**config.mk**
```make
export PLATFORM = sky130hd
export DESIGN_NAME = m2v_byte_unpacker
export DESIGN_NICKNAME = d
export VERILOG_FILES = /design/src/rtl/m2v_byte_unpacker.sv
export SDC_FILE = /design/constraint.sdc
export NUM_CORES = 2
export LEC_CHECK = 0
export CAP_MARGIN = 20
export CORE_UTILIZATION = 59
export CTS_CLUSTER_SIZE = 24
export DETAILED_ROUTE_END_ITERATION = 8
export GPL_TIMING_DRIVEN = 0
export MAX_ROUTING_LAYER = met4
export PLACE_DENSITY = 0.9
export RECOVER_POWER = 25
export REMOVE_ABC_BUFFERS = 1
export SLEW_MARGIN = 20
export SYNTH_ARGS = -nofsm -noshare
export SYNTH_HDL_FRONTEND = slang
export SYNTH_SLANG_ARGS = --single-unit
```
**constraint.sdc**
```tcl
create_clock -name clk -period 10.29 [get_ports clk]
set_clock_uncertainty 0.15 [all_clocks]
set_input_delay 2.058 -clock clk [delete_from_list [all_inputs] [get_ports clk]]
set_output_delay 2.058 -clock clk [all_outputs]
set_load 0.005 [all_outputs]
```
**src/rtl/m2v_byte_unpacker.sv**
```systemverilog
`default_nettype none
// ============================================================================
// m2v_byte_unpacker : buffers 256-bit MPEG2 stream words and emits them MSB
// byte first over valid/ready, flagging start codes and counting pictures.
// Revision: 1.0
// ============================================================================
module m2v_byte_unpacker #(
  parameter int DEPTH = 4
) (
  input  logic         clk,
  input  logic         rst,
  input  logic         i_en,
  input  logic         i_last,
  input  logic [255:0] i_data,
  output logic         o_overflow,
  output logic         o_en,
  input  logic         i_ready,
  output logic [7:0]   o_data,
  output logic         o_last,
  output logic         o_sc_en,
  output logic [15:0]  o_pic_count,
  output logic [31:0]  o_byte_count,
  output logic [31:0]  o_seq_bytes
);

  localparam int              AW       = (DEPTH > 1) ? $clog2(DEPTH) : 1;
  localparam logic [AW:0]     FULL_CNT = (AW+1)'(DEPTH);
  localparam logic [AW:0]     CNT_ONE  = (AW+1)'(1);
  localparam logic [AW-1:0]   PTR_ONE  = AW'(1);
  localparam logic [0:0]      S_EMPTY  = 1'b0;
  localparam logic [0:0]      S_SHIFT  = 1'b1;

  logic [256:0]  mem_q [DEPTH];
  logic [256:0]  mem_d [DEPTH];
  logic [AW-1:0] wr_ptr_q, wr_ptr_d, rd_ptr_q, rd_ptr_d;
  logic [AW:0]   count_q, count_d;
  logic [0:0]    state_q, state_d;
  logic [255:0]  word_q, word_d;
  logic          last_q, last_d;
  logic [4:0]    idx_q, idx_d;
  logic [23:0]   hist_q, hist_d;
  logic [1:0]    hist_cnt_q, hist_cnt_d;
  logic          overflow_q, overflow_d;
  logic [15:0]   pic_q, pic_d;
  logic [31:0]   bytes_q, bytes_d;
  logic [31:0]   seq_q, seq_d;

  logic fifo_empty, at_end, xfer, pop, push;

  assign fifo_empty = (count_q == '0);
  assign at_end     = (idx_q == 5'd31);
  assign xfer       = o_en & i_ready;
  // Reloading on the final byte's transfer keeps word boundaries bubble-free.
  assign pop        = !fifo_empty && ((state_q == S_EMPTY) || (xfer && at_end));
  assign push       = i_en && ((count_q != FULL_CNT) || pop);

  // Next-state logic
  always_comb begin
    state_d = state_q;
    case (state_q)
      S_EMPTY: if (pop) state_d = S_SHIFT;
      S_SHIFT: if (xfer && at_end && !pop) state_d = S_EMPTY;
      default: state_d = S_EMPTY;
    endcase
  end

  // Output logic
  always_comb begin
    o_en    = (state_q == S_SHIFT);
    o_data  = o_en ? word_q[255:248] : 8'h00;
    o_last  = o_en && last_q && at_end;
    o_sc_en = o_en && (hist_cnt_q == 2'd3) && (hist_q == 24'h000001);
  end

  assign o_overflow   = overflow_q;
  assign o_pic_count  = pic_q;
  assign o_byte_count = bytes_q;
  assign o_seq_bytes  = seq_q;

  always_comb begin
    mem_d    = mem_q;
    wr_ptr_d = wr_ptr_q;
    rd_ptr_d = rd_ptr_q;
    count_d  = count_q;
    if (push) begin
      mem_d[wr_ptr_q] = {i_last, i_data};
      wr_ptr_d        = wr_ptr_q + PTR_ONE;
    end
    if (pop) rd_ptr_d = rd_ptr_q + PTR_ONE;
    case ({push, pop})
      2'b10:   count_d = count_q + CNT_ONE;
      2'b01:   count_d = count_q - CNT_ONE;
      default: count_d = count_q;
    endcase
    overflow_d = overflow_q | (i_en & ~push);
  end

  // The holding register shifts left so the current byte is always at the top.
  always_comb begin
    word_d = word_q;
    last_d = last_q;
    idx_d  = idx_q;
    if (pop) begin
      word_d = mem_q[rd_ptr_q][255:0];
      last_d = mem_q[rd_ptr_q][256];
      idx_d  = 5'd0;
    end else if (xfer) begin
      word_d = {word_q[247:0], 8'h00};
      idx_d  = idx_q + 5'd1;
    end
  end

  always_comb begin
    hist_d     = hist_q;
    hist_cnt_d = hist_cnt_q;
    pic_d      = pic_q;
    bytes_d    = bytes_q;
    seq_d      = seq_q;
    if (xfer) begin
      if (o_last) begin
        hist_d     = 24'h0;
        hist_cnt_d = 2'd0;
        seq_d      = bytes_q + 32'd1;
        bytes_d    = 32'd0;
        pic_d      = 16'd0;
      end else begin
        hist_d  = {hist_q[15:0], o_data};
        bytes_d = bytes_q + 32'd1;
        if (hist_cnt_q != 2'd3) hist_cnt_d = hist_cnt_q + 2'd1;
        if (o_sc_en && (o_data == 8'h00) && (pic_q != 16'hFFFF)) pic_d = pic_q + 16'd1;
      end
    end
  end

  always_ff @(posedge clk) begin
    mem_q <= mem_d;
  end

  always_ff @(posedge clk) begin
    if (rst) begin
      wr_ptr_q   <= '0;
      rd_ptr_q   <= '0;
      count_q    <= '0;
      state_q    <= S_EMPTY;
      word_q     <= '0;
      last_q     <= 1'b0;
      idx_q      <= 5'd0;
      hist_q     <= 24'h0;
      hist_cnt_q <= 2'd0;
      overflow_q <= 1'b0;
      pic_q      <= 16'd0;
      bytes_q    <= 32'd0;
      seq_q      <= 32'd0;
    end else begin
      wr_ptr_q   <= wr_ptr_d;
      rd_ptr_q   <= rd_ptr_d;
      count_q    <= count_d;
      state_q    <= state_d;
      word_q     <= word_d;
      last_q     <= last_d;
      idx_q      <= idx_d;
      hist_q     <= hist_d;
      hist_cnt_q <= hist_cnt_d;
      overflow_q <= overflow_d;
      pic_q      <= pic_d;
      bytes_q    <= bytes_d;
      seq_q      <= seq_d;
    end
  end

endmodule
`default_nettype wire

```
======== Word-level counts from Yosys, hierarchy flattened ========
Cells that the tools add are included.
word-level totals
  flip-flop bits (word level) ............. 1405
  input bits .............................. 261
  output and inout port bits .............. 92
  logic and storage cells ................. 87
operators by class
  $add $sub $neg .......................... 8
  order comparisons ....................... 3
  equal/unequal tests ..................... 8
  multiplexer cells ....................... 19
  bitwise gates (word level) .............. 7
  reduce and logical (&&, ||, !) cells .... 25
operators by type and width
  kind                                                      number
  bitwise mux 1028 bit                                      1
  two-way mux 257 bit                                       3
  binary-select mux 257 bit (select 2 bit)                  1
  demux 257 bit (select 2 bit)                              1
  two-way mux 256 bit                                       2
  adder 32 x 1 -> 32 bit, second input constant             1
  two-way mux 16 bit                                        2
  two-way mux 32 bit                                        1
  equality test 24 x 1 -> 1 bit, second input constant      1
  two-way mux 24 bit                                        1
  adder 16 x 1 -> 16 bit, second input constant             1
  inequality test 16 bit, second input constant             1
  logical AND 1 bit                                         11
  zero test 8 bit                                           1
  two-way mux 8 bit                                         1
  nonzero test 2 bit                                        4
  adder 2 x 1 -> 2 bit, second input constant               3
  greater-or-equal comparator 3 bit, second input constant  2
  NOT 2 -> 3 bit                                            2
  one-hot mux 3 bit (2 select lines)                        1
  AND reduction 2 bit                                       3
  adder 5 x 1 -> 5 bit, second input constant               1
  equality test 5 bit, second input constant                1
  equality test 2 bit, second input constant                2
  other kinds (16)                                          22

======== Longest topological paths before layout ========
  word-level depth ........................ 9
  depth in mapped cells ................... 14
  gate-level depth less buffers ........... 13

======== Worst setup path before layout ========
OpenSTA, ideal clock, no wires.
  path kind ............................... in2reg
  from .................................... in i_ready
  to ...................................... reg mem_q[0] (netlist bit), enable pin
  arrival time ............................ 8.259 ns
  required time ........................... 9.487 ns
  setup slack ............................. 1.228 ns
  cell stages on the path ................. 3
  buffers on the path ..................... 0
  cells stage by stage .................... a21boi_0 -> nand3_1 -> and3_1
between the ends
  longest elaborated chain between the ends .. 6
ends and longest elaborated chain
  item                  line  source
  start, declared       17    input logic i_ready,
  bitwise AND 1 bit     52    assign xfer = o_en & i_ready;
  logical AND 1 bit     54    assign pop = !fifo_empty && ((state_q == S_EMPTY) || (xfer && at_end));
  logical OR 1 bit      54
  logical AND 1 bit     54
  logical OR 1 bit      55    assign push = i_en && ((count_q != FULL_CNT) || pop);
  logical AND 1 bit     55
  end signal, assigned  136   mem_q <= mem_d;
  end, declared         33    logic [256:0] mem_q [DEPTH];
No other way between the ends.
A chain may end at the register's enable or synchronous reset.

======== Worst setup path in the final report ========
  from .................................... in i_ready
  to ...................................... reg count_q[2]
between the ends
  longest elaborated chain between the ends .. 8
  elaborated cells on any way between the ends .. 10
ends and longest elaborated chain
  item                                                                             line  source
  bitwise AND 1 bit (*)                                                            52
  logical AND 1 bit (*)                                                            54
  logical OR 1 bit (*)                                                             54
  logical AND 1 bit (*)                                                            54
  logical OR 1 bit                                                                 55
  logical AND 1 bit                                                                55
  equality test 2 x 1 -> 1 bit / equality test 2 bit (equally long branches)       90    case ({push, pop})
  one-hot mux 3 bit (2 select lines) / nonzero test 2 bit (equally long branches)  -
  end signal, assigned                                                             157   count_q <= count_d;
  end, declared                                                                    36    logic [AW:0] count_q, count_d;
Every way passes the cells marked *; elsewhere a longest branch is shown, timed or not.

==> metrics.md <==
| Metric | Value |
|---|---|
| Layout Nets | about 4000 |
| TritonCTS clock tree | done |
| Post-synth cell types | between 40 and 50 |
| Vias per cell | between 6 and 7 |
| Worst-margin pin slew | between 1 and 1.5 ns |
| Final worst slack | ~4.1 ns |
| LEAKAGE | 0.0203 µW |
| HPWL Detailed | 71.7 mm |
| PortBufs | 352 |
| Largest net degree at the start of global routing | 99 |
| PD cells | 248 nW/µm² |
| Post-CTS resize count | 0 |
| Die H | 302 µm |
| Top_reg_cell synth | edfxtp_1 |
| Critical Path End Type | flip-flop |
| Synth area leader | edfxtp_1 |
| RSZ-0062 raised after global routing | false |
| # DRC | 0 |
| Post-synth ARST share | 0 |
| Post-CTS Setup Inserts | 0 |
| Final Cycle Share | 0.599 |
| Die area | 91400 µm² |
| CP endpoint | count_q[2] |
| Final Hold Fails | 0 |
| Worst Hold Class | flip-flop to flip-flop |
| Worst r2r src | idx_q[0] |
| Rel. slew slack | 0.289 |
| Critical path startpoint | i_ready |
| Clock Latency Late Sink | 0.75 ns |
| YS warnings | 0 |
| Die Span X | 302 µm |
| Number of flops mapped to enable cells by yosys | around 1000 |
| CTS Buf Count | between 100 and 150 |
| DRT iter0 DRCs | 3287 |
| Global-route wire length before repair | between 150 and 200 mm |
| WL per Instance | 24.7 µm |
| FP Rows | 109 |
| Vias in the first global route | 32921 |
| Ranking of synthesized cells by area | edfxtp_1 (58%), dfxtp_1 (14%), mux4_2 (11%) |
| Initial Utilization | 0.598 |
| Clk buf depth | 3 |
| Mean Syn Cell Area | 15.6 µm² |
| CTS Sinks | 1405 |
| Fmax | 162 MHz |
| DRT Pass-1 Iters | 8 |
| Antenna-violating nets left | 0 |
| Setup slack, reg-to-reg | approximately 5.1 ns |
| Total of max-cap violations | 0 |
| Status | finished, final reports clean |
| Critical path class | input pin to flip-flop |
| Share of cells above drive strength 1 | 0.141 |
| Sequential share of the synthesized area | 0.722 |
| Htree depth | 4 |
| Root Buffer Master | clkbuf_16 |
| Final Wtd Congestion | 0.886 |
| # IOs | 353 |
| Clk slew on worst S/H paths | 0.06 ns |
| Arrival @ worst endpoint | 6.66 ns |
| Mapped Cells | about 3400 |
| R2R depth | 14 |
| Synth Cell Area | 53200 µm² |
| Maximum VDD drop | about 0.00019 V |
| Area of the core | a little under 90000 µm² |
| Hold buffers post-CTS | 0 |
| Leading cell types by count after synthesis | edfxtp_1 (1028), nand2_1 (545), dfxtp_1 (377) |
| Setup crit start kind | input pin |
| GRT overflow | 0 |
| Slew Viols, Final | 0 |
| Vias | 31878 |
| Final Core Density | 0.715 |
| Synth Register Bits | 1405 |
| CP Max Fanout | 67 |
| Final setup viols | 0 |
| Gr usage total | 0.280 |
| Total Neg Setup Slack | 0 ns |
| Dpl ws | 3.49 ns |
| Final min period | 6.16 ns |
| Final WL | roughly 130 mm |
| Worst R2R End | count_q[2] |
| Yosys top cell area share | 0.580 |
| Worst EP required | 10.79 ns |
| Initial antenna violation count | 48 |
| Top-count cell post-synth | edfxtp_1 |
| Syn-to-layout area delta | 19.4% |
[power by group]
group / switching [µW] / internal, µW / leakage, µW
registers: 403 / 6830 / 0.0125
logic: 1940 / 1570 / 0.00552
clock network: 2160 / 2870 / 0.00220
total: 4500 / 11300 / 0.0203
[sequential cells by signal, indices dropped and copies added, names as in the netlist]
register and count:
hist_cnt_q 2, rd_ptr_q 2, idx_q 5, mem_q 1028, o_en 1, o_seq_bytes 32, o_overflow 1, wr_ptr_q 2
last_q 1, word_q 256, count_q 3, hist_q 24, o_pic_count 16, o_byte_count 32
[cell type report]
type                            count  area (µm²)
Antenna cell                       53         133
Clock buffer                      199        3910
Clock inverter                     56         607
Fill cell                        5169       25400
Inverter                           19        71.3
Multi-Input combinational cell   1759       13800
Sequential cell                  1405       38400
Tap cell                         1165        1460
Timing Repair Buffer              413        5120
[cells in the final DEF (no fill, tap or decap), types with 12 or more instances in the layout]
cell type	n
o21ai_0	40
nand3_1	36
buf_16	49
mux4_2	257
clkbuf_1	42
xnor2_1	15
a311oi_1	248
clkbuf_16	141
a31oi_1	19
buf_12	12
a22oi_1	29
xor2_1	23
diode_2	53
nand2_1	544
a21oi_1	64
clkinv_2	20
nand4_1	16
clkinv_1	12
inv_1	18
clkdlybuf4s50_1	184
nor3_1	20
edfxtp_1	1028
a211oi_1	12
dlygate4sd3_1	167
nor2_1	323
clkbuf_8	16
dfxtp_1	375
[through the flow]
step | instance area [µm²] | hold slack (ns) | power (µW) | cells
finish | 63600 | 0.320 | 15800 | 5069
global route | 63500 | 0.339 | 16400 | 5055
CTS | 63400 | 0.318 | 15800 | 5016
detailed placement | 58900 | 0.310 | 10800 | 4761
global placement | 57300 | 0.304 | 11600 | 4700
floorplan | 52300 | 0.290 | 10200 | 3183
[metal layers]
layer  up-vias  GRT usage  part of all wire
met5         -          -                 0
met4         0      0.107             0.027
met3       259     0.0578             0.081
met2      1587      0.462              0.52
met1     16089      0.339              0.38
li1      13943          -                 -
[logic make-up after synthesis]
group / after synthesis / synth area share
compound gates: 436 / 0.0622
xor+xnor: 38 / 0.00625
fa+ha+maj: 11 / 0.00273
buf+inv: 256 / 0.0190
flops: 1405 / 0.722
mux: 262 / 0.110
simple gates: 1012 / 0.0782
[critical path, cell delays in order]
cell and delay (ns):
clkdlybuf4s50_1 0.55, a21boi_0 0.47, or2_4 0.54, buf_16 0.34, buf_16 0.28, clkinv_1 0.92, ha_1 0.59, inv_1 0.08
fa_1 0.17, xor2_1 0.07, or3_1 0.30, a21oi_1 0.15
[worst min-delay path by stage]
stage	to	startpoint	slack [ns]	cells after the start
detailed placement	word_q[4]	word_q[4]	0.31	2
global placement	o_overflow	o_overflow	0.30	2
CTS	word_q[4]	word_q[4]	0.32	2
global route	word_q[102]	word_q[94]	0.34	2
floorplan	hist_cnt_q[1]	hist_cnt_q[1]	0.29	2
finish	word_q[4]	word_q[4]	0.32	2
Power figures use the tool's default switching activity.
